<file path="config.mk">
export PLATFORM = sky130hd
export DESIGN_NAME = fpu_sequencer
export DESIGN_NICKNAME = d
export VERILOG_FILES = /design/src/rtl/fpu_sequencer.sv
export SDC_FILE = /design/constraint.sdc
export NUM_CORES = 1
export LEC_CHECK = 0
export ABC_AREA = 1
export BUFFER_PORTS_ARGS = -buffer_cell sky130_fd_sc_hd__buf_2
export CAP_MARGIN = 15
export CORE_MARGIN = 2
export CORE_UTILIZATION = 40
export DETAILED_ROUTE_END_ITERATION = 8
export GPL_ROUTABILITY_DRIVEN = 0
export SLEW_MARGIN = 20
export SYNTH_ARGS = -nofsm -noshare
export SYNTH_HDL_FRONTEND = slang
export SYNTH_SLANG_ARGS = --single-unit
export TNS_END_PERCENT = 30
</file>
<file path="constraint.sdc">
create_clock -name clk -period 1.9 [get_ports clk]
set_clock_uncertainty 0.05 [all_clocks]
set_input_delay 0.285 -clock clk [delete_from_list [all_inputs] [get_ports clk]]
set_output_delay 0.285 -clock clk [all_outputs]
set_load 0.01 [all_outputs]
</file>
<file path="src/rtl/fpu_sequencer.sv">
// Issue/sequencing FSM for the Bfloat16 FPU; optional DIV/SQRT support under FPU_DIV_SQRT_EN.
// Latency: accept->DECODE->EXEC(L cycles or until div_done)->DONE; illegal resolves at ILLEGAL two cycles after accept.
// Backpressure: instr_ready only in IDLE, one instruction in flight; flush aborts to IDLE silently.
module fpu_sequencer #(
    parameter int ADD_LAT = 3,
    parameter int MUL_LAT = 3
) (
    input  logic       clk,
    input  logic       rst_l,
    input  logic       flush,
    input  logic       instr_valid,
    output logic       instr_ready,
    input  logic [3:0] instr_op,
    input  logic [2:0] instr_rm,
    input  logic [4:0] instr_rd,
    input  logic [2:0] csr_frm,
    output logic       fpu_start,
    output logic [3:0] fpu_op,
    output logic [2:0] fpu_rm,
    input  logic       div_done,
    input  logic [4:0] unit_flags,
    output logic       fpu_active,
    output logic       fpu_complete,
    output logic [4:0] S_flag,
    output logic       illegal_instr,
    output logic       wb_valid,
    output logic [4:0] wb_rd,
    output logic       halt_req
);
    localparam int CW = 8;

    typedef enum logic [2:0] {
        S_IDLE, S_DECODE, S_EXEC, S_ILLEGAL, S_DONE
    } state_t;

    state_t          state, nxt;
    logic [CW-1:0]   cnt, cnt_load;
    logic [2:0]      rm_q, rm_res;
    logic            is_div, div_ill, illegal_dec, exec_fin;

    always_comb begin
        rm_res = (rm_q == 3'd7) ? csr_frm : rm_q;
        is_div = (fpu_op == 4'd3) || (fpu_op == 4'd4);
`ifdef FPU_DIV_SQRT_EN
        div_ill = 1'b0;
`else
        div_ill = is_div;
`endif
        illegal_dec = (fpu_op >= 4'd10) || (rm_res >= 3'd5) || div_ill;
        case (fpu_op)
            4'd0, 4'd1, 4'd8: cnt_load = CW'(ADD_LAT - 1);
            4'd2:             cnt_load = CW'(MUL_LAT - 1);
            default:          cnt_load = '0;
        endcase
        // DIV/SQRT only reaches EXEC when the iterative unit is built in
        exec_fin = is_div ? div_done : (cnt == '0);
    end

    always_comb begin
        nxt = state;
        case (state)
            S_IDLE:    if (instr_valid && instr_ready) nxt = S_DECODE;
            S_DECODE:  nxt = illegal_dec ? S_ILLEGAL : S_EXEC;
            S_EXEC:    if (exec_fin) nxt = S_DONE;
            S_ILLEGAL: nxt = S_IDLE;
            S_DONE:    nxt = S_IDLE;
            default:   nxt = S_IDLE;
        endcase
        if (flush && state != S_IDLE) nxt = S_IDLE;
    end

    always_ff @(posedge clk or negedge rst_l) begin
        if (!rst_l) begin
            state         <= S_IDLE;
            cnt           <= '0;
            rm_q          <= '0;
            instr_ready   <= 1'b0;
            fpu_start     <= 1'b0;
            fpu_op        <= '0;
            fpu_rm        <= '0;
            fpu_active    <= 1'b0;
            fpu_complete  <= 1'b0;
            S_flag        <= '0;
            illegal_instr <= 1'b0;
            wb_valid      <= 1'b0;
            wb_rd         <= '0;
            halt_req      <= 1'b0;
        end else begin
            state         <= nxt;
            instr_ready   <= (nxt == S_IDLE);
            halt_req      <= (nxt != S_IDLE);
            fpu_active    <= (nxt != S_IDLE);
            fpu_start     <= (state == S_DECODE) && (nxt == S_EXEC);
            fpu_complete  <= (nxt == S_DONE);
            wb_valid      <= (nxt == S_DONE);
            illegal_instr <= (nxt == S_ILLEGAL);
            // flags captured on the last EXEC cycle, presented only during DONE
            S_flag        <= (nxt == S_DONE) ? unit_flags : 5'd0;
            if (state == S_IDLE && nxt == S_DECODE) begin
                fpu_op <= instr_op;
                rm_q   <= instr_rm;
                wb_rd  <= instr_rd;
            end
            if (state == S_DECODE) begin
                fpu_rm <= rm_res;
                cnt    <= cnt_load;
            end
            if (state == S_EXEC && cnt != '0) cnt <= cnt - CW'(1);
        end
    end
endmodule

</file>
* Word level (Yosys, flattened, before mapping)
Cells that the tools add are included.
** Word-level totals
- Register bits after elaboration :: 36
- Bits of input ports :: 25
- Output and inout bits :: 24
- Logic and storage cells :: 55
** Operators by class
- Add/subtract/negate cells :: 1
- Magnitude comparators :: 2
- Eq/ne operators :: 12
- Multiplexer cells :: 11
- Reductions and logical operators :: 17
** Operator list (number)
- 8-bit two-way mux :: 2
- 3-bit two-way mux :: 4
- 3-bit by 2-bit == test with 1-bit output (second input constant) :: 3
- 3-bit one-hot mux with 3 select lines :: 1
- 4-bit by 2-bit == test with 1-bit output (second input constant) :: 2
- 8-bit zero test :: 1
- 8-bit nonzero test :: 1
- 8-bit by 1-bit subtractor with 8-bit output (second input constant) :: 1
- 3-bit by 1-bit == test with 1-bit output (second input constant) :: 2
- 3-bit == test (second input constant) :: 2
- 3-bit zero test :: 2
- 3-bit nonzero test :: 2
- 1-bit logical AND :: 5
- 5-bit two-way mux :: 1
- 4-bit by 1-bit == test with 1-bit output (second input constant) :: 1
- 4-bit by 3-bit == test with 1-bit output (second input constant) :: 1
- 4-bit == test (second input constant) :: 1
- 4-bit >= comparator (second input constant) :: 1
- 4-bit zero test :: 1
- 4-bit OR reduction :: 1
- 3-bit >= comparator (second input constant) :: 1
- 1-bit logical OR :: 3
- 1-bit two-way mux :: 2
- 2-bit two-way mux :: 1
- 2-bit nonzero test :: 1

* Depth between registers and ports, before layout
- Depth after elaboration :: 10
- Mapped depth :: 11
- Depth with buffers taken out :: 11

* Least setup slack after synthesis
OpenSTA, ideal clock, no wires.
- Path type :: register to register
- From :: register cnt[0]
- To :: register instr_ready
- Data arrival time :: 1.286 ns
- Data required time :: 1.736 ns
- Slack :: 0.449 ns
- Stages on the path, launching flop included :: 12
- Period minus slack after synthesis :: 1.451 ns
- Cell sequence :: dfrtp_1 inv_1 ha_1 inv_1 nor2_1 nand2_1 nor2_2 nand2_1 nand2_1 nand2_2 inv_2 nor2_1
** Between the ends
- Longest elaborated chain between the ends :: 6
** Ends and longest elaborated chain
- from (decl) :: line 37 : logic [CW-1:0] cnt, cnt_load;
- from (signal assigned) :: line 106 : cnt <= cnt_load;
- from (signal assigned) :: line 108 : if (state == S_EXEC && cnt != '0) cnt <= cnt - CW'(1);
- 8-bit zero test :: line 56 : exec_fin = is_div ? div_done : (cnt == '0);
- 1-bit two-way mux :: line 56
- 3-bit two-way mux :: line 64 : S_EXEC: if (exec_fin) nxt = S_DONE;
- 3-bit one-hot mux with 3 select lines :: line 61 : case (state)
- 3-bit two-way mux :: line 69 : if (flush && state != S_IDLE) nxt = S_IDLE;
- via nxt[2] :: line 36 : state_t state, nxt;
- 3-bit zero test :: line 90 : instr_ready <= (nxt == S_IDLE);
- to (signal assigned) :: line 90
- to (decl) :: line 12 : output logic instr_ready,
The timed path passes the listed nets, and every way through them passes these cells.
A chain may end at the register's enable or synchronous reset.

* Final worst setup path
Same ends and word-level chain as after synthesis.

==> results_dict.tcl <==
set metrics [dict create \
    dp_hpwl_um 2280 \
    cap_viol_max_count 0 \
    clockRootBuffer "clkbuf_8" \
    drive_gt1_share_pct 36.4 \
    clk_latency_ns 0.29 \
    wl_um 3090 \
    p_per_area_nw_per_um2 1590 \
    postRouteAntennaNets 0 \
    outcome "complete, no violations" \
    power_leakage_nw 1.10 \
    crit_path_start_kind "flip-flop" \
    peakVddDrop_mv 0.758 \
    syn_to_final_growth_pct 24.5 \
    synth_cells 169 \
    syn_nets 195 \
    htree_levels 2 \
    coreArea_um2 3940 \
    initial_utilization_pct 41.0 \
    critPathMaxFanout 8 \
    setup_tns_ns 0 \
    synth.avg_cell_area_um2 9.56 \
    whs_path_depth 3 \
    synth_cell_types 28 \
    die_x_um 67.5 \
    regArea_um2 901 \
    cts_setup_buffers 0 \
    period_needed_ns 1.64 \
    grt_pass1_vias 1232 \
    numPortBuffers 48 \
    ys_async_sr_fraction_pct 100 \
    die-area_um2 4560 \
    io_pins 49 \
    drc 0 \
    grt_pass1_wl_um 5300 \
    synthAdderAreaFrac_pct 0.775 \
    n_fill_cell 367 \
    numClockSinks 36 \
    cts_resized 0 \
    critPathCaptureType "flip-flop" \
    dr.pass1.iters 4 \
    drv_slew 0 \
    slew_headroom_pct 68.8 \
    arrival_ns 1.77 \
    rows 23 \
    antenna_cells 0 \
    rsz0062_at_grt "no" \
    multi_input_area_um2 594 \
    gr-total-overflow 0 \
    cts_buffers 5 \
    worstHoldPathType "in -> reg" \
    wl_per_cell_um 11.2 \
    ys.warnings.count 0 \
    drtIter0Drc 78 \
    fp.dieH_um 67.5 \
    synthSimpleGateAreaFrac_pct 22.9 \
    synth_compound_area_share_pct 6.27 \
    worst-setup-path-type "reg -> reg" \
    finalWorstSetupSlack_ns 0.261 \
    vias_per_cell 4.54 \
    worst_pin_slew_ns 0.468 \
    fmax_ghz 0.610 \
    muxShareOfSynthArea_pct 6.27 \
    cp.required_ns 2.03 \
    cts_hold_buf 1 \
    ys_seq_area_share_pct 55.8 \
    synth_seq_cells 36 \
    synth_top_family_by_area "simple AND/OR/NAND/NOR gates" \
    synth-xor-area-share_pct 0.542 \
    r2r_cells 11 \
    antenna_found_initial 0 \
    track_usage_pct 16.1 \
    layout.nets 250 \
    path_clk_slew_ns 0.07 \
    ys.flop_type "dfrtp_1" \
    syn_area_um2 1620 \
    grt_start_max_net_pins 37 \
    clockBufferDepth 2 \
    hold_viol 0 \
    synth_edf_count 0 \
    cts_tree "built" \
    vias 1248 \
    setup_viol 0 \
    fin_crit_sh_pct 86.3 \
    dp_slack_ns 0.273 \
]
==> logic make-up (layout without fill, tap and decap cells) <==
group                      after synthesis  in the layout
AOI/OAI and AO/OA                       18             18
xor gates and xnor gates                 1              1
adders and majority gates                1              1
buffers and inverters                   28             84
DFF                                     36             36
muxes                                    9              9
and+or+nand+nor                         76             76
==> Yosys cell counts (2+ instances only) <==
master / number / share of area (%)
inv_2: 4 / 0.93
dfrtp_1: 36 / 56
a21oi_1: 4 / 1.2
o21ai_0: 9 / 2.8
nand2_1: 32 / 7.4
inv_1: 21 / 4.9
nor2_1: 19 / 4.4
buf_4: 2 / 0.93
mux2_2: 9 / 6.3
nand3_1: 9 / 2.8
nand4_1: 2 / 0.77
nor2_2: 6 / 2.3
==> critical path, stage by stage, from the launching register on <==
cell and delay, ns:
dfrtp_1 0.38, inv_1 0.09, ha_1 0.20, inv_1 0.05
nor2_1 0.12, nand2_1 0.11, nor2_2 0.13, nand2_1 0.09
nand2_1 0.08, nand2_2 0.11, inv_2 0.08, nor2_1 0.05
==> where the power goes <==
| group | leakage, nW | internal (mW) | switching [mW] |
|---|---|---|---|
| sequential | 0.458 | 1.05 | 0.205 |
| clock | 0.0445 | 0.294 | 0.263 |
| combinational | 0.597 | 0.571 | 0.808 |
| total | 1.10 | 1.92 | 1.28 |
==> layer usage <==
layer  GRT usage (%)  vias to the layer above  part of all wire (%)
met3            6.67                        5                   7.3
li1                -                      647                     -
met1            19.4                      559                    45
met2            25.0                       37                    46
met5               0                        -                     0
met4            7.14                        0                   1.9
==> registers in the layout, summed over array words and instances, names as in the netlist, 3 cells and up <==
name / count
cnt: 8
S_flag: 5
wb_rd: 5
fpu_op: 4
fpu_rm: 3
rm_q: 3
state: 3
==> per-stage QoR <==
| stage | util (%) | instances | area [µm²] | hold slack, ns | total power, mW |
|---|---|---|---|---|---|
| 2_1_floorplan | - | 169 | 1620 | -0.0606 | 2.26 |
| 3_3_place_gp | 48.4 | 266 | 1910 | 0.304 | 2.64 |
| 3_5_place_dp | 48.4 | 266 | 1910 | 0.309 | 2.67 |
| 4_1_cts | 51.0 | 275 | 2010 | 0.142 | 3.25 |
| 5_1_grt | 51.0 | 275 | 2010 | 0.142 | 3.49 |
| 6_report | 51.0 | 275 | 2010 | 0.148 | 3.20 |
==> layout by cell type, fill, tap and decap left out, types with 2 or more instances in the layout <==
| cell type | n |
|---|---|
| buf_2 | 48 |
| dfrtp_1 | 36 |
| nand2_1 | 32 |
| inv_1 | 21 |
| nor2_1 | 19 |
| nand3_1 | 9 |
| mux2_2 | 9 |
| o21ai_0 | 9 |
| nor2_2 | 6 |
| clkbuf_8 | 6 |
| inv_2 | 4 |
| a21oi_1 | 4 |
| nand4_1 | 2 |
| buf_4 | 2 |
==> final timing paths <==
| kind | end | slack (ns) | startpoint |
|---|---|---|---|
| max | instr_ready | 0.26 | cnt[0] |
| min | S_flag[2] | 0.15 | unit_flags[2] |
| max reg2reg | instr_ready | 0.26 | cnt[0] |
| min reg2reg | fpu_rm[0] | 0.43 | fpu_rm[0] |
| max in group asynchronous | rm_q[0] | 0.95 | rst_l |
| min in group asynchronous | fpu_rm[1] | 0.50 | rst_l |
==> cell type report <==
cell class / count / area share [%]
flip-flops and latches: 36 / 44.8
inverters: 25 / 4.67
clock buffers: 7 / 4.29
well taps: 50 / 3.11
repair buffers: 51 / 13.2
clock inverters: 1 / 0.373
multi-input cells: 105 / 29.6
Power figures use the tool's default switching activity.
